===== src/rtl/msrv32_dbus_ahb_master_if.sv =====
// Core-side load/store handshake plus AHB-Lite master signals for msrv32_dbus_ahb_master.
// The master modport is the bus master; the slave modport is the core/AHB-slave side.
interface msrv32_dbus_ahb_master_if;
  logic        core_req_in;
  logic        core_we_in;
  logic [1:0]  core_size_in;
  logic [31:0] core_addr_in;
  logic [31:0] core_wdata_in;
  logic [3:0]  core_wr_mask_in;
  logic        core_ack_out;
  logic        core_done_out;
  logic        core_err_out;
  logic [31:0] core_rdata_out;
  logic [31:0] haddr_out;
  logic [1:0]  htrans_out;
  logic        hwrite_out;
  logic [2:0]  hsize_out;
  logic [31:0] hwdata_out;
  logic [3:0]  hwstrb_out;
  logic [31:0] hrdata_in;
  logic        hready_in;
  logic        hresp_in;

  modport master (
    input  core_req_in, core_we_in, core_size_in, core_addr_in, core_wdata_in, core_wr_mask_in,
    output core_ack_out, core_done_out, core_err_out, core_rdata_out,
    output haddr_out, htrans_out, hwrite_out, hsize_out, hwdata_out, hwstrb_out,
    input  hrdata_in, hready_in, hresp_in
  );

  modport slave (
    output core_req_in, core_we_in, core_size_in, core_addr_in, core_wdata_in, core_wr_mask_in,
    input  core_ack_out, core_done_out, core_err_out, core_rdata_out,
    input  haddr_out, htrans_out, hwrite_out, hsize_out, hwdata_out, hwstrb_out,
    output hrdata_in, hready_in, hresp_in
  );
endinterface


===== src/rtl/msrv32_dbus_ahb_master.sv =====
// Data-bus AHB-Lite master: single transfers, address phase of N+1 overlapped with data phase of N.
// Define DBUS_TIMEOUT_EN to add a data-phase wait-state watchdog (TIMEOUT_CYCLES).
module msrv32_dbus_ahb_master #(
  parameter int TIMEOUT_CYCLES = 256,
  parameter int TO_CNT_W       = 9
) (
  input logic                      clk_in,
  input logic                      rst_in,
  msrv32_dbus_ahb_master_if.master bus
);
  // state  | meaning
  // S_IDLE | no data phase in flight
  // S_DATA | data phase pending on the bus
  // S_ERR2 | second cycle of an ERROR response
  typedef enum logic [1:0] {S_IDLE = 2'd0, S_DATA = 2'd1, S_ERR2 = 2'd2} state_e;

  state_e      state_q, state_d;
  logic        ack_q, ack_d;
  logic        done_q, done_d;
  logic        err_q, err_d;
  logic [31:0] rdata_q;
  logic [31:0] hwdata_q;
  logic [3:0]  hwstrb_q;
  logic        dp_we_q;
  logic        misaligned, blocked, addr_ok, addr_done, reject, capture, to_fire;
  logic [1:0]  htrans;
  logic [31:0] haddr;
  logic        hwrite;
  logic [2:0]  hsize;

  if (2 ** TO_CNT_W <= TIMEOUT_CYCLES) begin : g_to_w_check
    $error("TO_CNT_W too narrow for TIMEOUT_CYCLES");
  end

  always_comb begin
    case (bus.core_size_in)
      2'b00:   misaligned = 1'b0;
      2'b01:   misaligned = bus.core_addr_in[0];
      2'b10:   misaligned = |bus.core_addr_in[1:0];
      default: misaligned = 1'b1;
    endcase
  end

  // No new address phase (or rejection) in reset, in ERR2, or while the watchdog fires.
  assign blocked   = ~rst_in | (state_q == S_ERR2) | to_fire;
  assign addr_ok   = bus.core_req_in & ~misaligned & ~blocked;
  assign addr_done = addr_ok & bus.hready_in;
  assign reject    = bus.core_req_in & misaligned & ~blocked;
  assign ack_d     = addr_done | reject;

`ifdef DBUS_TIMEOUT_EN
  logic [TO_CNT_W-1:0] to_cnt_q, to_cnt_d;

  assign to_fire  = (state_q == S_DATA) & ~bus.hready_in &
                    (to_cnt_q == TO_CNT_W'(TIMEOUT_CYCLES - 1));
  assign to_cnt_d = ((state_q == S_DATA) & ~bus.hready_in & ~to_fire) ? to_cnt_q + 1'b1 : '0;

  always_ff @(posedge clk_in) begin
    if (!rst_in) to_cnt_q <= '0;
    else         to_cnt_q <= to_cnt_d;
  end
`else
  assign to_fire = 1'b0;
`endif

  always_ff @(posedge clk_in) begin
    if (!rst_in) begin
      state_q  <= S_IDLE;
      ack_q    <= 1'b0;
      done_q   <= 1'b0;
      err_q    <= 1'b0;
      rdata_q  <= '0;
      hwdata_q <= '0;
      hwstrb_q <= '0;
      dp_we_q  <= 1'b0;
    end else begin
      state_q <= state_d;
      ack_q   <= ack_d;
      done_q  <= done_d;
      err_q   <= err_d;
      if (capture) rdata_q <= bus.hrdata_in;
      if (addr_done) begin
        dp_we_q  <= bus.core_we_in;
        hwdata_q <= bus.core_we_in ? bus.core_wdata_in : 32'h0;
        hwstrb_q <= bus.core_we_in ? bus.core_wr_mask_in : 4'h0;
      end
    end
  end

  always_comb begin
    state_d = state_q;
    done_d  = 1'b0;
    err_d   = reject;
    capture = 1'b0;
    case (state_q)
      S_IDLE: if (addr_done) state_d = S_DATA;
      S_DATA: begin
        if (to_fire) begin
          err_d   = 1'b1;
          state_d = S_IDLE;
        end else if (bus.hready_in & ~bus.hresp_in) begin
          done_d  = 1'b1;
          capture = ~dp_we_q;
          state_d = addr_done ? S_DATA : S_IDLE;
        end else if (~bus.hready_in & bus.hresp_in) begin
          state_d = S_ERR2;
        end
      end
      S_ERR2: begin
        err_d   = 1'b1;
        state_d = S_IDLE;
      end
      default: state_d = S_IDLE;
    endcase
  end

  always_comb begin
    htrans = 2'b00;
    haddr  = '0;
    hwrite = 1'b0;
    hsize  = '0;
    if (addr_ok) begin
      htrans = 2'b10;
      haddr  = bus.core_addr_in;
      hwrite = bus.core_we_in;
      hsize  = {1'b0, bus.core_size_in};
    end
  end

  assign bus.htrans_out     = htrans;
  assign bus.haddr_out      = haddr;
  assign bus.hwrite_out     = hwrite;
  assign bus.hsize_out      = hsize;
  assign bus.hwdata_out     = hwdata_q;
  assign bus.hwstrb_out     = hwstrb_q;
  assign bus.core_ack_out   = ack_q;
  assign bus.core_done_out  = done_q;
  assign bus.core_err_out   = err_q;
  assign bus.core_rdata_out = rdata_q;
endmodule


===== src/flat_wrapper.sv =====
// flat-port wrapper written by rule: the top's interface ports become plain ports
module msrv32_dbus_ahb_master_flat 
#(
  parameter int TIMEOUT_CYCLES = 256,
  parameter int TO_CNT_W       = 9
)
  (clk_in, rst_in, bus_core_req_in, bus_core_we_in, bus_core_size_in, bus_core_addr_in, bus_core_wdata_in, bus_core_wr_mask_in, bus_core_ack_out, bus_core_done_out, bus_core_err_out, bus_core_rdata_out, bus_haddr_out, bus_htrans_out, bus_hwrite_out, bus_hsize_out, bus_hwdata_out, bus_hwstrb_out, bus_hrdata_in, bus_hready_in, bus_hresp_in);
  msrv32_dbus_ahb_master_if bus_i ();
  input logic clk_in;
  input logic rst_in;
  input wire logic [$bits(bus_i.core_req_in)-1:0] bus_core_req_in;
  input wire logic [$bits(bus_i.core_we_in)-1:0] bus_core_we_in;
  input wire logic [$bits(bus_i.core_size_in)-1:0] bus_core_size_in;
  input wire logic [$bits(bus_i.core_addr_in)-1:0] bus_core_addr_in;
  input wire logic [$bits(bus_i.core_wdata_in)-1:0] bus_core_wdata_in;
  input wire logic [$bits(bus_i.core_wr_mask_in)-1:0] bus_core_wr_mask_in;
  output wire logic [$bits(bus_i.core_ack_out)-1:0] bus_core_ack_out;
  output wire logic [$bits(bus_i.core_done_out)-1:0] bus_core_done_out;
  output wire logic [$bits(bus_i.core_err_out)-1:0] bus_core_err_out;
  output wire logic [$bits(bus_i.core_rdata_out)-1:0] bus_core_rdata_out;
  output wire logic [$bits(bus_i.haddr_out)-1:0] bus_haddr_out;
  output wire logic [$bits(bus_i.htrans_out)-1:0] bus_htrans_out;
  output wire logic [$bits(bus_i.hwrite_out)-1:0] bus_hwrite_out;
  output wire logic [$bits(bus_i.hsize_out)-1:0] bus_hsize_out;
  output wire logic [$bits(bus_i.hwdata_out)-1:0] bus_hwdata_out;
  output wire logic [$bits(bus_i.hwstrb_out)-1:0] bus_hwstrb_out;
  input wire logic [$bits(bus_i.hrdata_in)-1:0] bus_hrdata_in;
  input wire logic [$bits(bus_i.hready_in)-1:0] bus_hready_in;
  input wire logic [$bits(bus_i.hresp_in)-1:0] bus_hresp_in;
  assign bus_i.core_req_in = bus_core_req_in;
  assign bus_i.core_we_in = bus_core_we_in;
  assign bus_i.core_size_in = bus_core_size_in;
  assign bus_i.core_addr_in = bus_core_addr_in;
  assign bus_i.core_wdata_in = bus_core_wdata_in;
  assign bus_i.core_wr_mask_in = bus_core_wr_mask_in;
  assign bus_core_ack_out = bus_i.core_ack_out;
  assign bus_core_done_out = bus_i.core_done_out;
  assign bus_core_err_out = bus_i.core_err_out;
  assign bus_core_rdata_out = bus_i.core_rdata_out;
  assign bus_haddr_out = bus_i.haddr_out;
  assign bus_htrans_out = bus_i.htrans_out;
  assign bus_hwrite_out = bus_i.hwrite_out;
  assign bus_hsize_out = bus_i.hsize_out;
  assign bus_hwdata_out = bus_i.hwdata_out;
  assign bus_hwstrb_out = bus_i.hwstrb_out;
  assign bus_i.hrdata_in = bus_hrdata_in;
  assign bus_i.hready_in = bus_hready_in;
  assign bus_i.hresp_in = bus_hresp_in;
  msrv32_dbus_ahb_master #(.TIMEOUT_CYCLES(TIMEOUT_CYCLES), .TO_CNT_W(TO_CNT_W)) u_core (.clk_in(clk_in), .rst_in(rst_in), .bus(bus_i));
endmodule

===== config.mk =====
export PLATFORM = sky130hd
export DESIGN_NAME = msrv32_dbus_ahb_master_flat
export DESIGN_NICKNAME = d
export VERILOG_FILES = /design/src/rtl/msrv32_dbus_ahb_master_if.sv /design/src/rtl/msrv32_dbus_ahb_master.sv /design/src/flat_wrapper.sv
export SDC_FILE = /design/constraint.sdc
export NUM_CORES = 1
export LEC_CHECK = 0
export ABC_AREA = 1
export BUFFER_PORTS_ARGS = -buffer_cell sky130_fd_sc_hd__buf_4
export CORE_MARGIN = 2
export CORE_UTILIZATION = 30
export DETAILED_ROUTE_END_ITERATION = 10
export PLACE_DENSITY = 0.65
export SYNTH_ARGS = -nofsm -noshare
export SYNTH_HDL_FRONTEND = slang
export SYNTH_SLANG_ARGS = --single-unit

===== constraint.sdc =====
create_clock -name clk_in -period 1.3 [get_ports clk_in]
set_input_delay 0.13 -clock clk_in [delete_from_list [all_inputs] [get_ports clk_in]]
set_output_delay 0.13 -clock clk_in [all_outputs]
set_load 0.02 [all_outputs]

# --- Word-level counts from Yosys, hierarchy flattened ---
# Cells that the tools add are included.
op_classes:
  eq_ne: 6
  muxes: 16
  n_bitwise: 15
  reduce_logical: 5
op_table:
  columns: ["operator", "n"]
  rows:
  - ["32-bit two-way mux", 2]
  - ["2-bit two-way mux", 5]
  - ["1-bit AND", 7]
  - ["1-bit two-way mux", 6]
  - ["1-bit inverter", 6]
  - ["2-bit by 1-bit equality test with 1-bit output (second input constant)", 2]
  - ["2-bit equality test (second input constant)", 2]
  - ["2-bit logical NOT", 2]
  - ["4-bit two-way mux", 1]
  - ["2-bit one-hot mux with 2 select lines", 1]
  - ["2-bit AND reduction", 2]
  - ["3-bit by 1-bit inequality test with 1-bit output (second input constant)", 1]
  - ["1-bit one-hot mux with 3 select lines", 1]
  - ["2-bit by 1-bit inequality test with 1-bit output (second input constant)", 1]
  - ["1-bit bitwise OR", 2]
  - ["2-bit OR reduction", 1]
totals:
  regBits: 74
  inputBits: 108
  output_inout_bits: 109
  elab_cells: 50

# --- Depth between registers and ports, before layout ---
# Gate-level depths: netlist (run 1).
depth:
  depth_word: 9
  depth_mapped: 9
  ltp_nobuf: 8

# --- Worst setup path before layout (run 1) ---
# No wires, ideal clock.
synth_path:
  path_kind: "register -> output"
  start: "register u_core.state_q[0]"
  end: "output bus_haddr_out[23]"
  arrival_ns: 1.208
  t_required_ns: 1.170
  slack_ns: -0.038
  stages_incl_launch_ff: 6
  path_buffers: 1
  cell_sequence: "dfxtp_1 -> inv_1 -> a21oi_2 -> nand2_1 -> clkbuf_1 -> nor2_1"
synth_via:
  elab_chain_cells: 5
synth_rtl:
  columns: ["element", "line_no", "rtl"]
  rows:
  - ["start: declaration", "msrv32_dbus_ahb_master.sv:17", "state_e state_q, state_d;"]
  - ["start signal: assignment", "msrv32_dbus_ahb_master.sv:77", "state_q <= state_d;"]
  - ["2-bit equality test", "msrv32_dbus_ahb_master.sv:45", "assign blocked = ~rst_in | (state_q == S_ERR2) | to_fire;"]
  - ["1-bit bitwise OR", "msrv32_dbus_ahb_master.sv:45", null]
  - ["1-bit inverter", "msrv32_dbus_ahb_master.sv:46", "assign addr_ok = bus.core_req_in & ~misaligned & ~blocked;"]
  - ["1-bit AND", "msrv32_dbus_ahb_master.sv:46", null]
  - ["32-bit two-way mux", "msrv32_dbus_ahb_master.sv:122", "if (addr_ok) begin"]
  - ["end: declaration", "flat_wrapper.sv:21", "output wire logic [$bits(bus_i.haddr_out)-1:0] bus_haddr_out;"]
# Every way passes these cells.

# --- Worst setup path in the final report (run 1) ---
layout_path:
  start: "register u_core.state_q[0]"
  end: "output bus_haddr_out[30]"
# The elaborated chain is that of the path after synthesis.

==> qor.yml, run 1 <==
pwr:
  switching_power_w: 0.00129
  cellPowerDensity_nw_per_um2: 988
  combPwrFrac_pct: 15.9
  switching_share_pct: 24.0
  leakage_nw: 2.86
  clock_power_share_pct: 41.0
  peakVddDrop_v: 0.000574
  p_int_w: 0.00410
  fin_total_pwr_w: 0.00539
  pwr-share-seq_pct: 43.1
min_path:
  min_path_cells: 3
  min_path_type: "input port to register"
detailed_routing:
  routedWlPerCell_um: 12.7
  firstDrtPassIters: 4
  drt-initial-drc-count: 175
  avgViaCountPerCell: 4.54
  drc: 0
  routed_wl_um: 10700
  postRouteAntennaNets: 0
  route.vias.total: 3819
status:
  status: "finished, violations left"
  violations: "negative setup slack"
clock_network:
  numCtsBuffers: 9
  worstSkewPairLatency_ps: 340
  cts_tree: "done"
  path_clk_slew_ps: 80
  htreeDepth: 3
  hold_buffers: 0
  ctsLongestPathBuffers: 2
  clock-root-buffer: "clkbuf_8"
  cts_sinks: 74
floorplan:
  die_area_um2: 11900
  fp-row-count: 38
  fp.dieH_um: 109
  ios: 217
  design.core.area_um2: 10800
  die_width_um: 109
  initial_utilization_pct: 30.7
grt:
  grt_start_max_net_pins: 39
  grt_pass1_vias: 3599
  overflow: 0
  antenna_found_initial: 0
  groute.usage.overall_pct: 17.6
  grt_pass1_wl_um: 16600
synthesis:
  netlist_area_um2: 3310
  syn_inst: 491
  yosysSeqAreaShare_pct: 44.7
  synth_area_per_cell_um2: 6.74
  synth.area.top_cells: "dfxtp_1 (45%), nor2_1 (12%), nand2_1 (9.2%), inv_1 (8.6%), nand4_1 (7.0%)"
  synth_common_cells: "nor2_1 (102), nand2_1 (81), inv_1 (76), dfxtp_1 (74)"
  postSynth.asyncResetShare_pct: 0
  synth_cell_types: 20
  synth_warnings: 0
  synth_edf_count: 0
  yosysMostFrequentCell: "nor2_1"
  synth_top_area_share_pct: 44.7
  synth_top_area_cell: "dfxtp_1"
  synth-seq-cells: 74
  ys.flop_type: "dfxtp_1"
setup_path:
  cp_max_fo: 18
  path_cells: "inv_2 -> a21oi_4 -> nand2_4 -> buf_12 -> nor2_1 -> buf_4"
  crit_arrival_ps: 1390
  startpoint_type: "register"
  worst_setup_path_end_kind: "primary output"
  slowest_delay_ps: 330
  ff2ff_path_depth: 8
  crit_slowest_cell: "dfxtp_2"
  path_class: "register to primary output"
  critPathRequiredTime_ps: 1170
cells_and_area:
  insertedDiodeCount: 0
  drive_above_1_share_pct: 38.5
  final_area_um2: 5450
  final_cells: 842
  final_nets: 807
  area_growth_pct: 64.7
  fill_cells: 1072
placement:
  hpwlAfterDp_um: 7710
  port_buffers: 214
  dp_cells: 824
  place_area_um2: 5080
  globalplace.congestion: 0.765
sta:
  holdWs_ps: 29.9
  maxClockFrequency_mhz: 657
  hold_viol: 0
  fin_skew_ps: 13.6
  maxSlewViolCount: 0
  min_period_ps: 1520
  rsz0062_at_grt: "yes"
  setup_slack_ps: -221
  setup_viol: 73
  fin_crit_sh_pct: 117
run:
  max_cap_viol_count: 0
timing repair:
action                                  4_1_cts  5_1_grt
buffers inserted                              2        0
resized for setup                            12       22
gates cloned                                  1        0
endpoints found under the setup margin       36       84
pin swaps                                     2        1
final timing paths:
path                                  end                       from  slack, ps
max                     bus_haddr_out[30]          u_core.state_q[0]       -220
min          u_core.bus.core_rdata_out[2]           bus_hrdata_in[2]         30
max reg2reg     u_core.bus.hwdata_out[25]          u_core.state_q[0]        -90
min reg2reg     u_core.bus.hwdata_out[10]  u_core.bus.hwdata_out[10]        460
flip-flops by register name (all words and copies together) (netlist names):
signal	cells
u_core.bus.core_done_out	1
u_core.dp_we_q	1
u_core.bus.hwdata_out	32
u_core.bus.hwstrb_out	4
u_core.bus.core_ack_out	1
u_core.bus.core_rdata_out	32
u_core.state_q	2
u_core.bus.core_err_out	1
power by group through the flow:
stage	registers (W)	clock network, W	logic (W)
after global placement	0.00237	0	0.000813
final	0.00232	0.00221	0.000857
after CTS	0.00232	0.00227	0.000849
after floorplan	0.00242	0	0.000345
after global routing	0.00233	0.00236	0.000937
after detailed placement	0.00238	0	0.000822
worst max-delay path: cells and delay by family (launching register included):
kind | cells | cell delay (ps)
DFF | 1 | 330
and+or+nand+nor | 2 | 210
buffers and inverters | 3 | 360
AOI/OAI and AO/OA | 1 | 150
per-stage QoR:
step	utilization [%]	setup WS [ps]	TNS, ps
after floorplan	-	-37.6	-1090
after global placement	47.1	51.8	0
after detailed placement	47.1	-4.76	-4.76
after CTS	50.0	-271	-11790
after global routing	50.5	-285	-15270
final	50.5	-221	-9670
placed cells by master (no fill, tap or decap):
cell type	synthesis	final
a21oi_1	37	37
a21oi_4	0	1
buf_12	0	4
buf_16	0	1
buf_4	5	219
buf_6	3	10
bufinv_16	0	3
clkbuf_8	0	11
clkinv_4	0	1
conb_1	1	2
dfxtp_1	74	72
dfxtp_2	0	2
ha_1	1	1
inv_1	76	74
inv_2	1	3
nand2_1	81	80
nand2_2	1	1
nand2_4	0	1
nand3_1	5	5
nand4_1	37	37
nor2_1	102	89
nor2_2	0	13
nor3_1	1	1
o21ai_0	32	28
o21ai_1	1	5
o21bai_1	1	1
cell families (layout without fill, tap and decap cells):
| kind of cell | Yosys count | count (layout) | synth area share [%] |
|---|---|---|---|
| compound gates | 72 | 72 | 11.1 |
| fa+ha+maj | 1 | 1 | 0.378 |
| buf+inv | 116 | 326 | 14.9 |
| flops | 74 | 74 | 44.7 |
| other cells | 1 | 2 | 0.113 |
| simple gates | 227 | 227 | 28.8 |
area by class of cell:
cell class,count,area (µm²),share of cell area [%]
multi-input cells,302,1390,25.5
well taps,140,175,3.21
inverters,77,289,5.30
clock inverters,4,98.8,1.81
flip-flops and latches,74,1480,27.2
clock buffers,11,151,2.78
repair buffers,234,1860,34.2
layer usage:
layer,global-route usage (%),up-vias,wire [µm]
met5,0,-,0
met4,7.23,0,221
met3,3.71,16,805
met2,30.6,161,5190
met1,21.1,1713,4460
li1,-,1929,-
(Power assumes the default switching activity.)
==> inputs of run 2 (changes only) <==
- BUFFER_PORTS_ARGS: -buffer_cell sky130_fd_sc_hd__buf_4 -> -buffer_cell sky130_fd_sc_hd__buf_2
==> run 2 against run 1 <==
Net effect:
- the run still ends with negative setup slack left
- register-to-register slack better by 50 ps
- first-iteration DRC count is 66% higher
- final area is 8.6% lower
- setup slack worse by 5.9 ps
- clock skew is 3.4 ps lower
- critical path type unchanged
- largest power group unchanged
==> qor.yml, run 2 (synthesis results as in run 1) <==
cells_and_area:
  fin_util_pct: 46.2  # -4.3 points
  layout_common_cells: "buf_2 (178), nor2_1 (84), nand2_1 (80)"
  area_growth_pct: 50.5
  insertedDiodeCount: 0  # unchanged
  final_nets: 805  # -0.25%
  drive_above_1_share_pct: 38.9  # +0.40 points
  layout_commonest_cell: "buf_2"
sta:
  fin_crit_sh_pct: 117  # +0.45 points
  tightestPinTransition_ps: 675
  fin_skew_ps: 10.1  # -3.44 ps
  setup_viol: 72  # -1.4%
  maxSlewViolCount: 0  # unchanged
  rsz0062_at_grt: "yes"
  setup_slack_ps: -227  # -5.89 ps
  min_period_ps: 1530  # +5.89 ps
  hold_viol: 0  # unchanged
  maxClockFrequency_mhz: 655  # -0.39%
  slew_headroom_pct: 54.9
grt:
  groute.usage.overall_pct: 17.5  # -0.16 points
  overflow: 0  # unchanged
  grt_start_max_net_pins: 39  # unchanged
  grt_pass1_vias: 3620  # +0.58%
  antenna_found_initial: 0  # unchanged
  grt_pass1_wl_um: 16200  # -2.4%
floorplan:
  ios: 217  # unchanged
  design.core.area_um2: 10800  # unchanged
  fp.dieH_um: 109  # unchanged
  die_area_um2: 11900  # unchanged
  fp-row-count: 38  # unchanged
  initial_utilization_pct: 30.7  # unchanged
  die_width_um: 109  # unchanged
setup_path:
  critical-path-top-delay-family: "flip-flops"
  crit_arrival_ps: 1400  # about the same
  crit_buf_inv: 2  # -1
  slowest_delay_ps: 350  # +20 ps
  path_cells: "a21oi_4 -> nand2_4 -> buf_12 -> nor2_1 -> buf_4"
  path_class: "register to primary output"
  cp_max_fo: 18  # unchanged
  worst_setup_path_end_kind: "primary output"
  startpoint_type: "register"
  critPathRequiredTime_ps: 1170  # about the same
  crit_slowest_cell: "dfxtp_2"
clock_network:
  htreeDepth: 3  # unchanged
  numCtsBuffers: 9  # unchanged
  worstSkewPairLatency_ps: 340  # about the same
  cts_sinks: 74  # unchanged
  ctsLongestPathBuffers: 2  # unchanged
  clock-root-buffer: "clkbuf_8"
  path_clk_slew_ps: 80  # about the same
  cts_tree: "done"
detailed_routing:
  postRouteAntennaNets: 0  # unchanged
  firstDrtPassIters: 4  # unchanged
  route.vias.total: 3813  # -0.16%
  drc: 0  # unchanged
  routed_wl_um: 10700  # -0.23%
  avgViaCountPerCell: 4.54  # about the same
  drt-initial-drc-count: 290  # +66%
  routedWlPerCell_um: 12.7  # about the same
min_path:
  min_path_type: "input port to register"
placement:
  hpwlAfterDp_um: 7390  # -4.2%
  preCtsSetupSlack_ps: -5.19  # -0.433 ps
  port_buffers: 214  # unchanged
  globalplace.congestion: 0.774  # +1.1%
pwr:
  cellPowerDensity_nw_per_um2: 1010  # +2.1%
  peakVddDrop_v: 0.000544  # -5.2%
  leakage_nw: 2.75  # -3.8%
  fin_total_pwr_w: 0.00503  # -6.7%
run:
  max_cap_viol_count: 0  # unchanged
status:
  status: "finished, violations left"
  violations: "negative setup slack"
[run 2: cell count changes in the layout (fill, tap and decap cells not counted), moves of 2 or more]
cell,before,now
o21ai_1,5,3
buf_6,10,12
clkinv_2,0,2
buf_4,219,37
o21ai_0,28,30
nor2_2,13,17
buf_2,0,178
nor2_1,89,84
[run 2: per-stage QoR]
stage                     std cells  area, µm²  hold slack (ps)  TNS, ps
final                           840       4980             42.9    -7960
after detailed placement        823       4540              392    -6.82
after global routing            840       4980             27.6   -15740
after global placement          823       4540              377        0
after CTS                       840       4900             17.5   -10830
after floorplan                 492       3310              295    -1090
[run 2: per-layer routing]
metal | share of wire, % | track usage (%)
met5 | 0 | 0
met4 | 1.1 | 6.78
met3 | 7.4 | 4.84
met2 | 49 | 32.1
met1 | 42 | 18.8
[run 2: area by class of cell]
cell class,instances,area (µm²)
flip-flops and latches,74,1480
fillers,1088,5810
repair buffers,232,1410
clock inverters,5,78.8
inverters,77,289
well taps,140,175
multi-input cells,302,1410
clock buffers,10,138
[run 2: worst min-delay path: stages]
cell	delay, ps
buf_2	80
o21ai_1	50
nor2_1	80
[run 2: timing repair]
item	4_1_cts	5_1_grt
setup buffers	1	0
cloned	1	0
hold buffers	0	0
endpoints found under the setup margin	39	78
pin swaps	2	1
resized for setup	46	29
[run 2: power breakdown]
part,switching [W],internal [W]
sequential,0.0000178,0.00230
clock,0.000829,0.00112
combinational,0.000446,0.000311
total,0.00129,0.00373
[run 2: worst paths after layout]
| kind | startpoint | endpoint | slack, ps | cells past startpoint |
|---|---|---|---|---|
| worst max-delay path | u_core.state_q[1] | bus_haddr_out[0] | -230 | 5 |
| worst min-delay path | bus_hrdata_in[21] | u_core.bus.core_rdata_out[21] | 40 | 3 |
| worst max register to register | u_core.state_q[1] | u_core.bus.hwdata_out[16] | -40 | 6 |
| worst min register to register | u_core.bus.hwdata_out[5] | u_core.bus.hwdata_out[5] | 460 | 2 |
==> inputs of run 3 (changes only) <==
- CELL_PAD_IN_SITES_DETAIL_PLACEMENT: default -> 2
- CELL_PAD_IN_SITES_GLOBAL_PLACEMENT: default -> 2
- CORE_UTILIZATION: 30 -> 20
- PLACE_DENSITY: 0.65 -> 0.84
==> run 3 against run 2 <==
Net effect:
- the run still ends with negative setup slack left
- clock power grew 29%
- setup slack lost 23 ps
- register-to-register slack lost 170 ps
- power grew 15%
- critical path depth grew 1
- via count grew 6.9%
- routed wire length grew 45%
- count of clock-buffer cells in the layout is the same
- critical endpoint is now bus_haddr_out[2]
- highest routed layer unchanged
==> qor.yml, run 3 (synthesis results as in run 1) <==
status:
  status: "finished, violations left"
  violations: "negative setup slack"
clock_network:
  clock-root-buffer: "clkbuf_16"
  htreeDepth: 3  # unchanged
  hold_buffers: 0  # unchanged
  cts_sinks: 74  # unchanged
  numCtsBuffers: 9  # unchanged
  path_clk_slew_ps: 60  # -20 ps
  worstSkewPairLatency_ps: 340  # about the same
  ctsLongestPathBuffers: 2  # unchanged
  cts_tree: "done"
run:
  max_cap_viol_count: 0  # unchanged
placement:
  place_area_um2: 4790  # +5.5%
  dp_cells: 914  # +11%
  hpwlAfterDp_um: 10400  # +40%
  port_buffers: 214  # unchanged
  globalplace.congestion: 0.744  # -3.9%
setup_path:
  path_class: "register to primary output"
  cp-endpoint: "bus_haddr_out[2]"
  slowest_delay_ps: 320  # -30 ps
  worst_setup_path_end_kind: "primary output"
  timing.rr.start: "u_core.state_q[0]"
  path_cells: "inv_2 -> a21oi_4 -> nand2_4 -> buf_16 -> nor2_2 -> buf_6"
  critical-path-top-delay-family: "buffers and inverters"
  crit_slowest_cell: "dfxtp_2"
  startpoint_type: "register"
  crit_buf_inv: 3  # +1
  ff2ff_path_depth: 8  # +2
  reg2reg_slack_ps: -210  # -170 ps
  critPathRequiredTime_ps: 1170  # about the same
  crit_arrival_ps: 1420  # +20 ps
  cp_max_fo: 18  # unchanged
  crit_start: "u_core.state_q[0]"
  path_depth: 6  # +1
  timing.rr.end: "u_core.bus.hwdata_out[0]"
detailed_routing:
  routed_wl_um: 15400  # +45%
  drt-initial-drc-count: 103  # -64%
  route.vias.total: 4076  # +6.9%
  firstDrtPassIters: 4  # unchanged
  routedWlPerCell_um: 16.3  # +29%
  avgViaCountPerCell: 4.32  # -4.9%
  drc: 0  # unchanged
  postRouteAntennaNets: 0  # unchanged
sta:
  fin_crit_sh_pct: 119  # +1.8 points
  fin_skew_ps: 3.84  # -6.28 ps
  rsz0062_at_grt: "yes"
  setup_viol: 74  # +2.8%
  maxSlewViolCount: 0  # unchanged
  setup_slack_ps: -250  # -23.2 ps
  hold_viol: 0  # unchanged
  min_period_ps: 1550  # +23.2 ps
  maxClockFrequency_mhz: 645  # -1.5%
floorplan:
  die_width_um: 133  # +22%
  initial_utilization_pct: 20.2  # -10 points
  fp.dieH_um: 133  # +22%
  fp-row-count: 47  # +24%
  ios: 217  # unchanged
  die_area_um2: 17600  # +48%
  design.core.area_um2: 16400  # +52%
pwr:
  combPwrFrac_pct: 16.1  # +1.0 points
  clock_power_share_pct: 43.5  # +4.7 points
  leakage_nw: 2.96  # +7.6%
  fin_total_pwr_w: 0.00576  # +15%
  cellPowerDensity_nw_per_um2: 1030  # +1.7%
  pwr-share-seq_pct: 40.4  # -5.8 points
  peakVddDrop_v: 0.000602  # +11%
  switching_share_pct: 27.0  # +1.2 points
  switching_power_w: 0.00155  # +20%
  p_int_w: 0.00421  # +13%
cells_and_area:
  layout_commonest_cell: "buf_2"
  drive_above_1_share_pct: 43.6  # +4.7 points
  layout_common_cells: "buf_2 (178), nor2_1 (79), nand2_1 (78)"
  final_area_um2: 5620  # +13%
  final_nets: 827  # +2.7%
  final_cells: 944  # +12%
  area_growth_pct: 69.6
grt:
  grt_start_max_net_pins: 39  # unchanged
  grt_pass1_vias: 4289  # +18%
  grt_pass1_wl_um: 23000  # +42%
  groute.usage.overall_pct: 16.7  # -0.82 points
  overflow: 0  # unchanged
  antenna_found_initial: 2  # +2
min_path:
  min_path_type: "input port to register"
==> run 3: changes by cell type in the layout (fill, tap and decap cells not counted), sizes merged <==
cell / before / now
buf: 232 / 249
diode: 0 / 1
clkbuf: 10 / 13
bufinv: 2 / 1
bufbuf: 0 / 2
clkinvlp: 0 / 1
inv: 77 / 78
==> run 3: layer usage <==
layer | track usage, % | vias to the layer above | share of wire (%)
met5 | 0 | - | 0
met4 | 5.50 | 0 | 1.9
met3 | 4.90 | 25 | 4.8
met2 | 30.7 | 114 | 54
met1 | 18.1 | 1954 | 40
li1 | - | 1983 | -
==> run 3: tightest hold or removal path, stage by stage <==
cell	delay, ps
buf_2	80
o21ai_1	70
nor2_1	70
==> run 3: worst min path at each step <==
stage	start	to	slack (ps)	cells past startpoint
2_1_floorplan	bus_hrdata_in[22]	u_core.bus.core_rdata_out[22]	290	2
3_3_place_gp	bus_hrdata_in[19]	u_core.bus.core_rdata_out[19]	380	3
3_5_place_dp	bus_hrdata_in[22]	u_core.bus.core_rdata_out[22]	390	3
4_1_cts	bus_hrdata_in[21]	u_core.bus.core_rdata_out[21]	20	3
5_1_grt	bus_hrdata_in[21]	u_core.bus.core_rdata_out[21]	40	3
6_report	bus_hrdata_in[21]	u_core.bus.core_rdata_out[21]	40	3
==> run 3: layout make-up <==
cell class	instances	area (µm²)
fillers	1951	10800
repair buffers	254	1780
multi-input cells	302	1490
flip-flops and latches	74	1480
inverters	77	289
well taps	220	275
clock buffers	10	229
clock inverters	6	65.1
diodes	1	2.50
==> run 3: power by group through the flow <==
stage	Combinational, W	Clock [W]	Sequential (W)
after floorplan	0.000345	0	0.00242
after global placement	0.000756	0	0.00237
after detailed placement	0.000779	0	0.00237
after CTS	0.000862	0.00260	0.00232
after global routing	0.00101	0.00271	0.00233
final	0.000928	0.00251	0.00232
==> run 3: metrics by stage <==
stage	setup WS (ps)	util, %	hold WS [ps]	setup TNS (ps)
after floorplan	-37.6	-	295	-1090
after global placement	-39.8	29.2	378	-288
after detailed placement	-95.7	29.2	394	-957
after CTS	-286	32.4	17.9	-13770
after global routing	-323	34.2	35.9	-19920
final	-250	34.2	38.1	-13230
==> run 3: repair_timing <==
item	CTS	global route
gates cloned	3	4
pin swaps	40	7
buffers inserted	3	4
resized for setup	59	57
setup endpoints to repair	50	101
